<file path="config.mk">
export PLATFORM = sky130hd
export DESIGN_NAME = branch_cond_unit
export DESIGN_NICKNAME = d
export VERILOG_FILES = /design/src/rtl/branch_cond_unit.sv
export SDC_FILE = /design/constraint.sdc
export NUM_CORES = 1
export LEC_CHECK = 0
export ABC_AREA = 1
export CAP_MARGIN = 20
export CORE_ASPECT_RATIO = 1.2
export CORE_MARGIN = 2
export CORE_UTILIZATION = 28
export CTS_BUF_LIST = sky130_fd_sc_hd__clkbuf_8
export DETAILED_ROUTE_END_ITERATION = 10
export PLACE_DENSITY = 0.54
export REMOVE_ABC_BUFFERS = 1
export SYNTH_ARGS = -nofsm -noshare
export SYNTH_HDL_FRONTEND = slang
export SYNTH_SLANG_ARGS = --single-unit
</file>
<file path="constraint.sdc">
create_clock -name clk -period 1.8 [get_ports clk]
set_input_delay 0.27 -clock clk [delete_from_list [all_inputs] [get_ports clk]]
set_output_delay 0.27 -clock clk [all_outputs]
set_load 0.02 [all_outputs]
</file>
<file path="src/rtl/branch_cond_unit.sv">
// Branch condition resolution: NZCV flag register, B.cond/CBZ/CBNZ/B evaluation
// through a one-deep valid/ready output buffer, and saturating statistics counters.
module branch_cond_unit #(
    parameter int CNT_W = 16
) (
    input  logic             clk,
    input  logic             rst_n,
    input  logic [3:0]       alu_status,
    input  logic             flag_we,
    input  logic             req_valid,
    output logic             req_ready,
    input  logic [1:0]       req_kind,
    input  logic [3:0]       req_cond,
    output logic             resp_valid,
    input  logic             resp_ready,
    output logic             resp_taken,
    output logic [3:0]       flags,
    input  logic             cnt_clr,
    output logic [CNT_W-1:0] eval_cnt,
    output logic [CNT_W-1:0] taken_cnt
);

    typedef enum logic [1:0] {
        KIND_BCOND = 2'b00,
        KIND_CBZ   = 2'b01,
        KIND_CBNZ  = 2'b10,
        KIND_B     = 2'b11
    } kind_e;

    localparam logic [CNT_W-1:0] CNT_ONE = CNT_W'(1);

    kind_e      kind;
    logic [3:0] eff;
    logic       flag_z, flag_n, flag_c, flag_v;
    logic       cond_true;
    logic       taken;
    logic       accept;

    assign kind      = kind_e'(req_kind);
    assign req_ready = !resp_valid || resp_ready;
    assign accept    = req_valid && req_ready;

    // A same-cycle flag-setting result overrides the registered flags.
    assign eff    = flag_we ? alu_status : flags;
    assign flag_z = eff[0];
    assign flag_n = eff[1];
    assign flag_c = eff[2];
    assign flag_v = eff[3];

    always_comb begin
        cond_true = 1'b0;
        case (req_cond)
            4'h0: cond_true = flag_z;
            4'h1: cond_true = !flag_z;
            4'h2: cond_true = flag_c;
            4'h3: cond_true = !flag_c;
            4'h4: cond_true = flag_n;
            4'h5: cond_true = !flag_n;
            4'h6: cond_true = flag_v;
            4'h7: cond_true = !flag_v;
            4'h8: cond_true = flag_c && !flag_z;
            4'h9: cond_true = !flag_c || flag_z;
            4'hA: cond_true = (flag_n == flag_v);
            4'hB: cond_true = (flag_n != flag_v);
            4'hC: cond_true = !flag_z && (flag_n == flag_v);
            4'hD: cond_true = flag_z || (flag_n != flag_v);
            default: cond_true = 1'b1;
        endcase
    end

    always_comb begin
        taken = 1'b0;
        case (kind)
            KIND_BCOND: taken = cond_true;
            KIND_CBZ:   taken = alu_status[0];
            KIND_CBNZ:  taken = !alu_status[0];
            KIND_B:     taken = 1'b1;
            default:    taken = 1'b0;
        endcase
    end

    always_ff @(posedge clk or negedge rst_n) begin
        if (!rst_n) begin
            flags <= '0;
        end else if (flag_we) begin
            flags <= alu_status;
        end
    end

    always_ff @(posedge clk or negedge rst_n) begin
        if (!rst_n) begin
            resp_valid <= 1'b0;
            resp_taken <= 1'b0;
        end else if (accept) begin
            resp_valid <= 1'b1;
            resp_taken <= taken;
        end else if (resp_ready) begin
            resp_valid <= 1'b0;
        end
    end

    always_ff @(posedge clk or negedge rst_n) begin
        if (!rst_n) begin
            eval_cnt  <= '0;
            taken_cnt <= '0;
        end else if (cnt_clr) begin
            eval_cnt  <= '0;
            taken_cnt <= '0;
        end else if (accept) begin
            if (eval_cnt != '1) begin
                eval_cnt <= eval_cnt + CNT_ONE;
            end
            if (taken && (taken_cnt != '1)) begin
                taken_cnt <= taken_cnt + CNT_ONE;
            end
        end
    end

endmodule

</file>
# Yosys cells after proc, flatten, opt, wreduce, memory -nomap -nowiden

Cells that the tools add are included.

Equal/unequal tests: 20
Multiplexer cells: 11
Reductions and logical operators: 21
Add/subtract/negate cells: 2

Operator list:

| kind                    | count |
|---|---|
| $mux W16                | 6 |
| $add A16 B1 Y16 const B | 2 |
| $ne A16 B16 Y1 const B  | 2 |
| $eq A4 B4 Y1 const B    | 6 |
| $eq A4 B3 Y1 const B    | 4 |
| $pmux W1 S14            | 1 |
| $eq A4 B2 Y1 const B    | 2 |
| $reduce_bool A2 Y1      | 4 |
| $logic_not A1 Y1        | 6 |
| $eq A2 B2 Y1 const B    | 2 |
| $eq A4 B1 Y1 const B    | 1 |
| $logic_and A1 B1 Y1     | 4 |
| $logic_not A4 Y1        | 1 |
| $mux W4                 | 1 |
| $pmux W1 S4             | 1 |
| $reduce_and A2 Y1       | 2 |
| $logic_or A1 B1 Y1      | 3 |
| $eq A2 B1 Y1 const B    | 1 |
| $logic_not A2 Y1        | 1 |
| $mux W1                 | 2 |
| $eq A1 B1 Y1            | 1 |
| $ne A1 B1 Y1            | 1 |

Bits in registers: 38
Input bits: 16
Output and inout port bits: 39
Word-level logic and storage cells: 59

# Depth between registers and ports, before layout

Depth in word-level cells: 9
Mapped depth: 17
Depth with buffers taken out: 16

# Least setup slack after synthesis

No wires, ideal clock.

Path type: reg-to-reg
Start point: reg taken_cnt[0]
End point: reg taken_cnt[11]
Path buffers: 1
Setup time: 0.116 ns
Cell stages (with the launch flop): 14
Setup slack: -0.322 ns
Data required time: 1.684 ns
Period minus slack after synthesis: 2.122 ns
Arrival: 2.006 ns
Path through: dfrtp_1 -> ha_1 -> nand3_2 -> nor2_4 -> nand2_2 -> nor3b_4 -> nand2_2 -> nor2_4 -> nand4_2 -> nand3_4 -> nand2_4 -> buf_12 -> nand2_2 -> nand2_2

Longest elaborated chain between the ends: 4
Elaborated cells between the ends (all ways): 8
Those cells by class: add/sub (1); eq/ne (1); mux (3); reduce/logical (3)

RTL lines:

| element                                           | line     | text |
|---|---|---|
| from (decl)                                       | 20       | `output logic [CNT_W-1:0] taken_cnt` |
| from (signal assigned)                            | 114      | `taken_cnt <= taken_cnt + CNT_ONE;` |
| $add A16 B1 Y16 or $ne A16 B16 Y1 (tied branches) | 114, 113 |  |
| $mux W16 or $logic_and A1 B1 Y1 (tied branches)   | 113      | `if (taken && (taken_cnt != '1)) begin` |
| $mux W16 or $reduce_bool A2 Y1 (tied branches)    | --       |  |
| $mux W16 or $reduce_and A2 Y1 (tied branches)     | --       |  |

Parallel ways exist; a longest one is shown, timed or not. The select of a mux whose other input is x is not followed.
A chain may end at the register's enable or synchronous reset.

# Worst setup path after layout

Start point: reg taken_cnt[1]
End point: reg taken_cnt[5]

The elaborated chain is that of the path after synthesis.

==> metrics.md <==
| Metric | Value |
|---|---|
| Crit path from | `taken_cnt[1]$_DFFE_PN0P_` |
| Setup TNS | `-2522 ps` |
| Async SR Flop Fraction | `100.0%` |
| Layout Utilization | `46.17%` |
| CP Cell Sequence | `ha_4 > nand3_4 > nor2_4 > nand2_2 > nor3b_4 > nand2_2 > nor2_4 > nand4_4 > nand3_4 > clkbuf_16 > nand3_1 > nand2_1` |
| Crit path max-delay family | `simple AND/OR/NAND/NOR gates` |
| Final worst path period need | `1980 ps` |
| TritonRoute pass-1 iters | `4` |
| Max Cap Viol | `0` |
| Finished Cell Area | `0.003911 sq mm` |
| Area share of the largest cell type after synthesis | `roughly 40%` |
| Worst path buffer plus inverter count | `1` |
| Leakage | `1.908 nW` |
| Clock Latency Late Sink | `290 ps` |
| Row Count | `37` |
| WP data required | `2030 ps` |
| Syn Std Cell Area | `0.002406 sq mm` |
| Final wirelength | `roughly 7100 um` |
| Critical path launch point type | `flop` |
| Hold Slack | `between 20 and 30 ps` |
| Synth warn | `0` |
| Number of buffers created by CTS | `5` |
| Crit end category | `flop` |
| R2r startpoint | `taken_cnt[1]$_DFFE_PN0P_` |
| Die Ht | `approximately 110 um` |
| H-Tree Depth | `2` |
| Avg Cell Area, Syn | `7.225 sq um` |
| CTS Root Cell | `clkbuf_8` |
| Drt via density | `4.484` |
| Top cells by area, synth | `dfrtp_1 40%, nand2_1 13%, nand3_1 8.3%, nor2_1 5.9%, nand2_2 5.7%` |
| Slowest cell on crit path | `dfrtp_1` |
| Avg WL per Cell | `around 12 um` |
| Antenna fix cells | `0` |
| Synth Flop Type | `dfrtp_1` |
| Core Footprint | `0.008472 sq mm` |
| Critical Path Stages | `12` |
| Sequential area share after synthesis | `39.52%` |
| Failing checks | `negative setup slack` |
| Placement Cell Area | `0.003476 sq mm` |
| # placed instances | `between 500 and 600` |
| Period utilization | `110.0%` |
| Maximum VDD drop | `0.2261 mV` |
| Clk_skew | `4.833 ps` |
| HP Class | `input pin to async pin` |
| Via count | `2587` |
| Total gr overflow | `0` |
| Final-report hold violation count | `0` |
| CTS Buffer Depth | `2` |
| Final ANT Viol Nets | `0` |
| Fin worst setup slack | `-180.0 ps` |
| Achievable Freq | `between 500 and 600 MHz` |
| Die ar. | `0.009353 sq mm` |
| Initial antenna violation count | `0` |
| Reg2Reg Depth | `12` |
| Die X-Extent | `88.62 um` |
| DR iter-0 viols | `102` |
| CTS tree | `yes` |
| CP arrival | `2210 ps` |
| Largest net degree at the start of global routing | `39` |
| Power consumption | `2.038 mW` |
| Pwr/cell area | `521.0 mW/mm^2` |
| Synthesized instance count | `around 330` |
| Yosys top cell by area | `dfrtp_1` |
| Slowest cell delay on critical path | `430 ps` |
| Pre-CTS setup slack | `-502.5 ps` |
| Slew @ Worst Pin | `511.7 ps` |
| Number of flops mapped to enable cells by yosys | `0` |
| Layout cell share with drive strength beyond 1 | `between 30 and 40%` |
| IO Port Bufs | `54` |
| Post-layout nets | `478` |
| Unrepaired setup endpoints after global routing | `yes` |
| Layout area overhead | `62.56%` |
| Num Clock Sinks | `38` |
| #FFs+latches synth | `38` |
| HPWL after DPL | `4820 um` |
| Final Slew Violations | `0` |
| Worst-path clk slew | `80 ps` |
| Post-synth cell types | `35` |
| Fin cells | `577` |
| # setup viols final | `17` |
| First-pass GRT wire length | `between 10000 and 15000 um` |
| Tot GR Track Use | `15.47%` |
| Post-route DRC violation count | `0` |
| Commonest cells post-synth | `83 x nand2_1, 40 x nand3_1, 38 x dfrtp_1, 38 x nor2_1, 35 x inv_1` |
| Max-slew headroom | `65.89%` |
| Placer Congestion | `0.8079` |
| Peak fanout along the critical path | `8` |
| Outcome | `finished, violations left` |
| Via count of the first global-routing pass | `2570` |
| Initial Util | `28.40%` |
| Setup CP Type | `flop to flop` |
| Ports | `55` |
| Most frequent cell after synthesis | `nand2_1` |
kinds of logic (layout without fill, tap and decap cells):
| family | Yosys count | after routing | synth area share [%] |
|---|---|---|---|
| fa+ha+maj | 2 | 2 | 1.040 |
| flops | 38 | 38 | 39.52 |
| buf+inv | 48 | 174 | 8.372 |
| mux | 1 | 1 | 0.4160 |
| simple gates | 209 | 210 | 41.34 |
| xor+xnor | 9 | 9 | 3.276 |
| compound gates | 26 | 26 | 6.031 |
per-layer routing:
metal | wire [um] | vias to the layer above | GRT usage, %
li1 | - | 1318 | -
met1 | 3019 | 1222 | 19.47
met2 | 3712 | 39 | 26.71
met3 | 242 | 8 | 2.349
met4 | 77 | 0 | 4.762
met5 | 0 | - | 0
final timing paths:
| path | end | slack, ps |
|---|---|---|
| max | taken_cnt[5]$_DFFE_PN0P_ | -180 |
| min | eval_cnt[3]$_DFFE_PN0P_ | 30 |
| max reg2reg | taken_cnt[5]$_DFFE_PN0P_ | -180 |
| min reg2reg | resp_taken$_DFFE_PN0P_ | 500 |
| max in group asynchronous | eval_cnt[11]$_DFFE_PN0P_ | 1420 |
| min in group clk | resp_taken$_DFFE_PN0P_ | 500 |
what timing repair did:
item | 4_1_cts | 5_1_grt
gates resized for setup | 16 | 40
pin swaps | 2 | 21
setup endpoints to repair | 25 | 31
buffers inserted | 9 | 4
hold buffers | 0 | 0
gates cloned | 1 | 1
state kept, by name, indices dropped and copies added, names as in the netlist:
| name | count |
|---|---|
| eval_cnt | 16 |
| flags | 4 |
| resp_taken | 1 |
| resp_valid | 1 |
| taken_cnt | 16 |
layout by cell type, fill, tap and decap left out, types with 3 or more instances in the layout:
cell	count
nand3_2	4
nand2_2	22
clkdlybuf4s50_1	46
dfrtp_1	38
nand2_1	78
o21ai_1	3
buf_4	65
inv_2	8
xor2_1	8
o21ai_0	6
clkbuf_8	5
nand3_1	36
nor2_1	31
inv_1	35
nand2_4	6
nor2_2	6
dlymetal6s2s_1	6
buf_6	5
a21oi_1	7
nor2_4	5
nor3_1	9
report_power, final:
part	internal (mW)	switching (mW)	leakage (nW)
registers	0.888	0.0329	0.514
clock network	0.256	0.321	0.0466
logic	0.256	0.284	1.35
total	1.40	0.637	1.91
area by class of cell:
| type | instances | area (sq um) |
|---|---|---|
| Clock inverter | 2 | 7.507 |
| Fill cell | 856 | 4561 |
| Sequential cell | 38 | 950.9 |
| Multi-Input combinational cell | 248 | 1450 |
| Tap cell | 117 | 146.4 |
| Inverter | 41 | 153.9 |
| Timing Repair Buffer | 126 | 1134 |
| Clock buffer | 5 | 68.82 |
Note: power is estimated with default switching activity, not from simulation.
